[src/rtl/led_pkg.sv]
// Shared types and constants for the LED frame buffer and its frame parser.
package led_pkg;

  localparam int         LED_ROWS     = 8;
  localparam int         FRAME_BYTES  = 27;
  localparam logic [7:0] HDR_BYTE_DEF = 8'hA5;

  // One display row: {R, G, B} column masks, 8 columns per colour.
  typedef logic [23:0] rgb_row_t;

  typedef enum logic [2:0] {
    ST_IDLE,
    ST_HDR,
    ST_PAYLOAD,
    ST_BRT,
    ST_CSUM,
    ST_DISCARD
  } frame_state_e;

  // Replace one colour lane of a row: col 0 = R [23:16], 1 = G [15:8], 2 = B [7:0].
  function automatic rgb_row_t set_lane(rgb_row_t row, logic [1:0] col, logic [7:0] data);
    rgb_row_t res;
    res = row;
    case (col)
      2'd0:    res[23:16] = data;
      2'd1:    res[15:8]  = data;
      default: res[7:0]   = data;
    endcase
    return res;
  endfunction

endpackage

[src/rtl/led_frame_parser.sv]
// Frame parser: walks the 27-byte frame (header, 24 pixel bytes, brightness,
// checksum), emits back-buffer write strobes and a one-cycle good/bad verdict
// in the same cycle as the deciding byte or frame_end.
module led_frame_parser
  import led_pkg::*;
#(
  parameter logic [7:0] HDR_BYTE = HDR_BYTE_DEF
) (
  input  logic       clk,
  input  logic       rst_n,
  input  logic       frame_start,
  input  logic       frame_end,
  input  logic [7:0] rx_byte,
  input  logic       rx_valid,
  output logic       wr_en,
  output logic [2:0] wr_row,
  output logic [1:0] wr_col,
  output logic [7:0] wr_byte,
  output logic       brt_wr,
  output logic       frame_good,
  output logic       frame_bad
);

  frame_state_e state, state_nxt;
  logic [2:0]   row_cnt, row_nxt;
  logic [1:0]   col_cnt, col_nxt;
  logic [7:0]   sum, sum_nxt;

  // State, row/colour counters and running checksum.
  always_ff @(posedge clk or negedge rst_n) begin
    if (!rst_n) begin
      state   <= ST_IDLE;
      row_cnt <= '0;
      col_cnt <= '0;
      sum     <= '0;
    end else begin
      // NOTE: registers use non-blocking assignments so every flop samples pre-edge values.
      state   <= state_nxt;
      row_cnt <= row_nxt;
      col_cnt <= col_nxt;
      sum     <= sum_nxt;
    end
  end

  // Next-state, counter update and strobe decode. frame_start overrides
  // everything (latest frame wins); frame_end overrides a same-cycle byte.
  always_comb begin
    // NOTE: every output gets a default first so no path can infer a latch.
    state_nxt  = state;
    row_nxt    = row_cnt;
    col_nxt    = col_cnt;
    sum_nxt    = sum;
    wr_en      = 1'b0;
    brt_wr     = 1'b0;
    frame_good = 1'b0;
    frame_bad  = 1'b0;
    wr_row     = row_cnt;
    wr_col     = col_cnt;
    wr_byte    = rx_byte;

    if (frame_start) begin
      state_nxt = ST_HDR;
      row_nxt   = '0;
      col_nxt   = '0;
      sum_nxt   = '0;
    end else if (frame_end) begin
      // Ending while a frame is still open means it was short.
      case (state)
        ST_HDR, ST_PAYLOAD, ST_BRT, ST_CSUM: frame_bad = 1'b1;
        default: ;
      endcase
      state_nxt = ST_IDLE;
    end else if (rx_valid) begin
      case (state)
        ST_HDR: begin
          if (rx_byte == HDR_BYTE) begin
            state_nxt = ST_PAYLOAD;
          end else begin
            frame_bad = 1'b1;
            state_nxt = ST_DISCARD;
          end
        end
        ST_PAYLOAD: begin
          wr_en   = 1'b1;
          sum_nxt = sum + rx_byte;
          if (col_cnt == 2'd2) begin
            col_nxt = '0;
            row_nxt = row_cnt + 3'd1;
            if (row_cnt == 3'(LED_ROWS - 1)) state_nxt = ST_BRT;
          end else begin
            col_nxt = col_cnt + 2'd1;
          end
        end
        ST_BRT: begin
          brt_wr    = 1'b1;
          sum_nxt   = sum + rx_byte;
          state_nxt = ST_CSUM;
        end
        ST_CSUM: begin
          if (rx_byte == sum) begin
            frame_good = 1'b1;
            state_nxt  = ST_IDLE;
          end else begin
            frame_bad  = 1'b1;
            state_nxt  = ST_DISCARD;
          end
        end
        default: ;  // IDLE and DISCARD ignore bytes
      endcase
    end
  end

endmodule

[src/rtl/led_frame_buffer.sv]
// LED frame buffer: ping-pong 8x24-bit frame store between the SPI byte
// receiver and the row scanner. New frames land in the back buffer and are
// swapped to the front only on a scanner frame boundary.
module led_frame_buffer
  import led_pkg::*;
#(
  parameter logic [7:0] HDR_BYTE  = HDR_BYTE_DEF,
  parameter int         ERR_CNT_W = 8
) (
  input  logic                 clk,
  input  logic                 rst_n,
  input  logic                 frame_start,
  input  logic                 frame_end,
  input  logic [7:0]           rx_byte,
  input  logic                 rx_valid,
  input  logic                 frame_sync,
  input  logic [2:0]           rd_row,
  output logic [23:0]          rd_data,
  output logic [2:0]           brightness,
  output logic                 frame_ok,
  output logic                 frame_err,
  output logic [ERR_CNT_W-1:0] err_cnt
);

  logic       wr_en;
  logic [2:0] wr_row;
  logic [1:0] wr_col;
  logic [7:0] wr_byte;
  logic       brt_wr;
  logic       frame_good;
  logic       frame_bad;

  rgb_row_t   mem [2][LED_ROWS];
  logic       front_sel;
  logic       back_sel;
  logic       pending;
  logic [2:0] back_brt;
  logic       swap;

  led_frame_parser #(
    .HDR_BYTE (HDR_BYTE)
  ) u_parser (
    .clk         (clk),
    .rst_n       (rst_n),
    .frame_start (frame_start),
    .frame_end   (frame_end),
    .rx_byte     (rx_byte),
    .rx_valid    (rx_valid),
    .wr_en       (wr_en),
    .wr_row      (wr_row),
    .wr_col      (wr_col),
    .wr_byte     (wr_byte),
    .brt_wr      (brt_wr),
    .frame_good  (frame_good),
    .frame_bad   (frame_bad)
  );

  // pending can only be set after a completed frame and is cleared by the
  // next frame_start, so no swap ever happens while the back side is written.
  assign back_sel = ~front_sel;
  assign swap     = frame_sync & pending;

  // Frame store: parser writes land in the back buffer, one colour lane at a time.
  always_ff @(posedge clk or negedge rst_n) begin
    if (!rst_n) begin
      // NOTE: the store is reset because both buffers must read as all-zero after reset.
      for (int b = 0; b < 2; b++) begin
        for (int r = 0; r < LED_ROWS; r++) begin
          mem[b][r] <= '0;
        end
      end
    end else if (wr_en) begin
      mem[back_sel][wr_row] <= set_lane(mem[back_sel][wr_row], wr_col, wr_byte);
    end
  end

  // Swap, pending flag, brightness shadow, verdict pulses and error count.
  always_ff @(posedge clk or negedge rst_n) begin
    if (!rst_n) begin
      front_sel  <= 1'b0;
      pending    <= 1'b0;
      back_brt   <= '0;
      brightness <= '0;
      frame_ok   <= 1'b0;
      frame_err  <= 1'b0;
      err_cnt    <= '0;
    end else begin
      if (swap) begin
        front_sel  <= ~front_sel;
        brightness <= back_brt;
      end
      // Swap uses the old pending value, so a same-cycle frame_start still swaps.
      if (frame_start)     pending <= 1'b0;
      else if (frame_good) pending <= 1'b1;
      else if (swap)       pending <= 1'b0;

      if (brt_wr) back_brt <= wr_byte[2:0];

      frame_ok  <= frame_good;
      frame_err <= frame_bad;
      if (frame_bad && (err_cnt != '1)) err_cnt <= err_cnt + ERR_CNT_W'(1);
    end
  end

  // Registered read of the displayed buffer, one cycle of latency.
  always_ff @(posedge clk or negedge rst_n) begin
    if (!rst_n) rd_data <= '0;
    else        rd_data <= mem[front_sel][rd_row];
  end

endmodule

[config.mk]
export PLATFORM = sky130hd
export DESIGN_NAME = led_frame_buffer
export DESIGN_NICKNAME = d
export VERILOG_FILES = /design/src/rtl/led_pkg.sv /design/src/rtl/led_frame_parser.sv /design/src/rtl/led_frame_buffer.sv
export SDC_FILE = /design/constraint.sdc
export NUM_CORES = 1
export LEC_CHECK = 0
export BUFFER_PORTS_ARGS = -buffer_cell sky130_fd_sc_hd__clkbuf_2
export CORE_MARGIN = 3
export CORE_UTILIZATION = 50
export DETAILED_ROUTE_END_ITERATION = 8
export GPL_ROUTABILITY_DRIVEN = 0
export PLACE_DENSITY_LB_ADDON = 0.05
export RECOVER_POWER = 25
export SLEW_MARGIN = 25
export SYNTH_ARGS = -nofsm -noshare
export SYNTH_HDL_FRONTEND = slang
export SYNTH_SLANG_ARGS = --single-unit
[constraint.sdc]
create_clock -name clk -period 4.9 [get_ports clk]
set_clock_uncertainty 0.2 [all_clocks]
set_input_delay 0.735 -clock clk [delete_from_list [all_inputs] [get_ports clk]]
set_output_delay 0.735 -clock clk [all_outputs]
set_load 0.005 [all_outputs]
==> results by group <==
Status
  – Status: complete, but fails checks
  – Failing checks: max-capacitance violations, max-slew violations

Worst setup path
  – Crit path max fanout: 58
  – Arr. time, crit path: 3.96 ns
  – Startpoint Class: flop
  – Crit Reg-Reg Endpoint: mem[355]$_DFFE_PN0P_
  – Worst setup EP type: flop
  – R2R setup slack: between 1 and 1.5 ns
  – Setup Crit Path Kind: flop to flop
  – FF-to-FF Start: front_sel$_DFFE_PN0P_
  – Worst R2R Path Depth: 6
  – WP data required: 5.13 ns

Place
  – Pre-CTS setup slack: between 1 and 1.5 ns
  – DP HPWL: roughly 40 mm
  – # port buffers: 53

Min path
  – Worst min-delay path category: input port to flop
  – Worst min-delay path endpoint: u_parser.state[1]$_DFFE_PN0P_
  – Hold Path Depth: 2
  – Hold path start: frame_end

Global route
  – Initial antenna violation count: 2
  – Gr usage total: a little over a quarter
  – First-pass GRT wire length: 98.22 mm
  – Pin count of the biggest net entering global routing: 107
  – Overflow after GRT: 0
  – Vias in the first global route: between 15000 and 20000

Clock tree
  – Maximum clock insertion buffer count: 3
  – Root buf cell: clkbuf_16
  – Clock sink total: 442
  – CTS clk-pin slew, worst paths: 0.06 ns
  – Num CTS Buffers: 49
  – CTS tree: yes
  – H-Tree Depth: 2
  – Hold_buf cts: 0
  – # resized after CTS: 0
  – Skew-Pair Late Insertion Delay: about 0.58 ns
  – Post-CTS setup buffer count: 0

Yosys
  – Seq/Total Area, Yosys: ~50%
  – Synth top area cells: dfrtp_1 49%, mux4_2 17%, mux2_2 8.7%
  – Yosys cell types: 59
  – Mapped Nets: around 1900
  – Share of the synthesized area in the top cell type: 48.82%
  – Avg Cell Area, Syn: 12.42 sq um
  – Area leader, netlist: dfrtp_1
  – Post-synthesis register bit count: 442
  – Synthesized instance count: 1825
  – Ys Warns: 0
  – Synthesized area: 0.02266 sq mm

Detailed routing
  – WL/cell: 25.70 um
  – DRC errors left: 0
  – Via density per instance: 6.174
  – Initial DRC count: 1337
  – Number of routed nets with antenna violations: 0
  – 1st-pass router iterations: 5
  – Via count: 15350
  – Routed WL: 63.92 mm

Final layout
  – Fin nets: ~1900
  – Number of fill cells: 3720
  – Synthesis-to-layout area growth: 11.11%
  – Fraction of layout cells with a size suffix above 1: 30.66%
  – Final core utilization: 56.56%
  – # diodes: 0

Timing
  – Worst Max-Slew Pin Slew: about 3.1 ns
  – F_max: roughly 0.27 GHz
  – Fin. Hold Viols: 0
  – RSZ-0062 raised after global routing: no
  – Setup-failing EPs final: 0
  – Setup TNS: 0 ns
  – Relative slew slack: -104.8%
  – Tmin final: 3.730 ns
  – Fin. max-slew vios: between 100 and 150
  – Final Cycle Share: between 70% and 80%
  – Worst Slack Setup Final: between 1 and 1.5 ns

Run
  – Max Cap Violations: 1

Pwr
  – Total power: 7505 uW
  – VDD IR max: 0.2592 mV
  – PD cells: slightly below 300 mW/mm^2
  – Static Leak: 0.01094 uW

Floorplan
  – Placeable Area: 0.04451 sq mm
  – Die H: 218.9 um
  – # IOs: 54
  – Starting density of the core: 50.91%
  – # rows: 77
  – Die Wd: 218.9 um
  – Die area: 0.04791 sq mm
## worst max-delay path, stage by stage (launching register included)
cell,delay [ns]
dfrtp_4,1.08
buf_4,0.43
mux4_2,0.54
mux2i_1,0.15
nor3_1,0.07
a211oi_2,0.79
o21ai_0,0.22
## kinds of logic (layout without fill, tap and decap cells)
logic type,after synthesis,count (layout),share of synthesized area [%]
buf+inv,161,231,3.468
fa+ha+maj,11,11,0.6406
simple gates,438,438,8.548
xor+xnor,13,13,0.5025
compound gates,313,313,7.527
mux,447,447,30.50
flops,442,442,48.82
## where the power goes
part | switching [uW] | internal [uW] | leakage, uW
clock | 1470 | 2040 | 0.000748
sequential | 30.8 | 3670 | 0.00616
combinational | 190 | 93.6 | 0.00404
## layout by cell type, fill, tap and decap left out, drive strengths merged, types with 2 or more instances in the layout
cell,count
a211oi,4
a21oi,39
a22oi,6
a31oi,3
a32oi,2
and3,3
buf,88
clkbuf,125
clkinv,9
dfrtp,442
ha,10
inv,8
mux2,175
mux2i,96
mux4,176
nand2,301
nand2b,5
nand3,18
nand3b,6
nand4,5
nor2,53
nor2b,11
nor3,15
nor4,10
nor4b,2
o21ai,213
o221ai,2
o22ai,36
or2,2
or3b,3
xnor2,10
xor2,3
## area by class of cell
| cell class | count | area [sq um] | area share [%] |
|---|---|---|---|
| sequential | 442 | 11070 | 43.97 |
| multi-input combinational | 1222 | 10830 | 43.03 |
| clock buffer | 73 | 1426 | 5.666 |
| timing repair buffer | 140 | 999.7 | 3.971 |
| tap | 592 | 740.7 | 2.942 |
| clock inverter | 10 | 75.07 | 0.2982 |
| inverter | 8 | 30.03 | 0.1193 |
## registers in the layout, indices dropped and copies added (netlist names)
signal           count
u_parser.wr_col      2
u_parser.wr_row      3
back_brt             3
frame_ok             1
pending              1
mem                384
front_sel            1
brightness           3
u_parser.sum         8
rd_data             24
frame_err            1
u_parser.state       3
err_cnt              8
## worst max path at each step
stage,start,endpoint,slack [ns],cells after the start
6_report,front_sel$_DFFE_PN0P_,mem[355]$_DFFE_PN0P_,1.17,6
2_1_floorplan,rd_row[0],rd_data[10]$_DFF_PN0_,1.82,5
4_1_cts,front_sel$_DFFE_PN0P_,mem[211]$_DFFE_PN0P_,1.22,6
3_3_place_gp,frame_start,mem[86]$_DFFE_PN0P_,1.19,5
3_5_place_dp,frame_start,mem[81]$_DFFE_PN0P_,1.18,5
5_1_grt,front_sel$_DFFE_PN0P_,mem[259]$_DFFE_PN0P_,0.95,6
## cell usage after synthesis, drive strengths merged
cell     instances
mux2           175
a22oi            6
a221oi           1
dfrtp          442
buf             75
and2             1
clkbuf          78
o31a             1
a31oi            3
fa               1
and3             3
or3              1
mux2i           96
o21ai          213
a41oi            1
or2              2
a32oi            2
a211oi           4
o22ai           36
nor4            10
o41ai            1
a21o             1
or4              1
mux4           176
inv              8
xnor2           10
nand3b           6
nor4b            2
nor2            53
and4b            1
nand4            5
nor2b           11
o221ai           2
o32ai            1
nor3            15
a311o            1
or3b             3
a21oi           39
xor2             3
nand3           18
nand2b           5
nand2          301
a2111oi          1
ha              10
## layer usage
metal	GRT usage [%]	vias to the layer above	share of wire [%]
met5	0	-	0.020
met4	8.317	2	2.8
met3	4.334	117	5.6
met2	42.63	417	46
met1	39.98	8024	45
li1	-	6794	-
## per-stage QoR
stage          instance area, sq um  instances  hold WS, ns
2_1_floorplan                 22660       1825       0.2394
3_3_place_gp                  23670       2404       0.2731
3_5_place_dp                  23680       2404       0.2818
4_1_cts                       25190       2487      0.05093
5_1_grt                       25180       2487       0.1568
6_report                      25180       2487       0.1685
No activity file was read; power rests on OpenSTA's default activity.
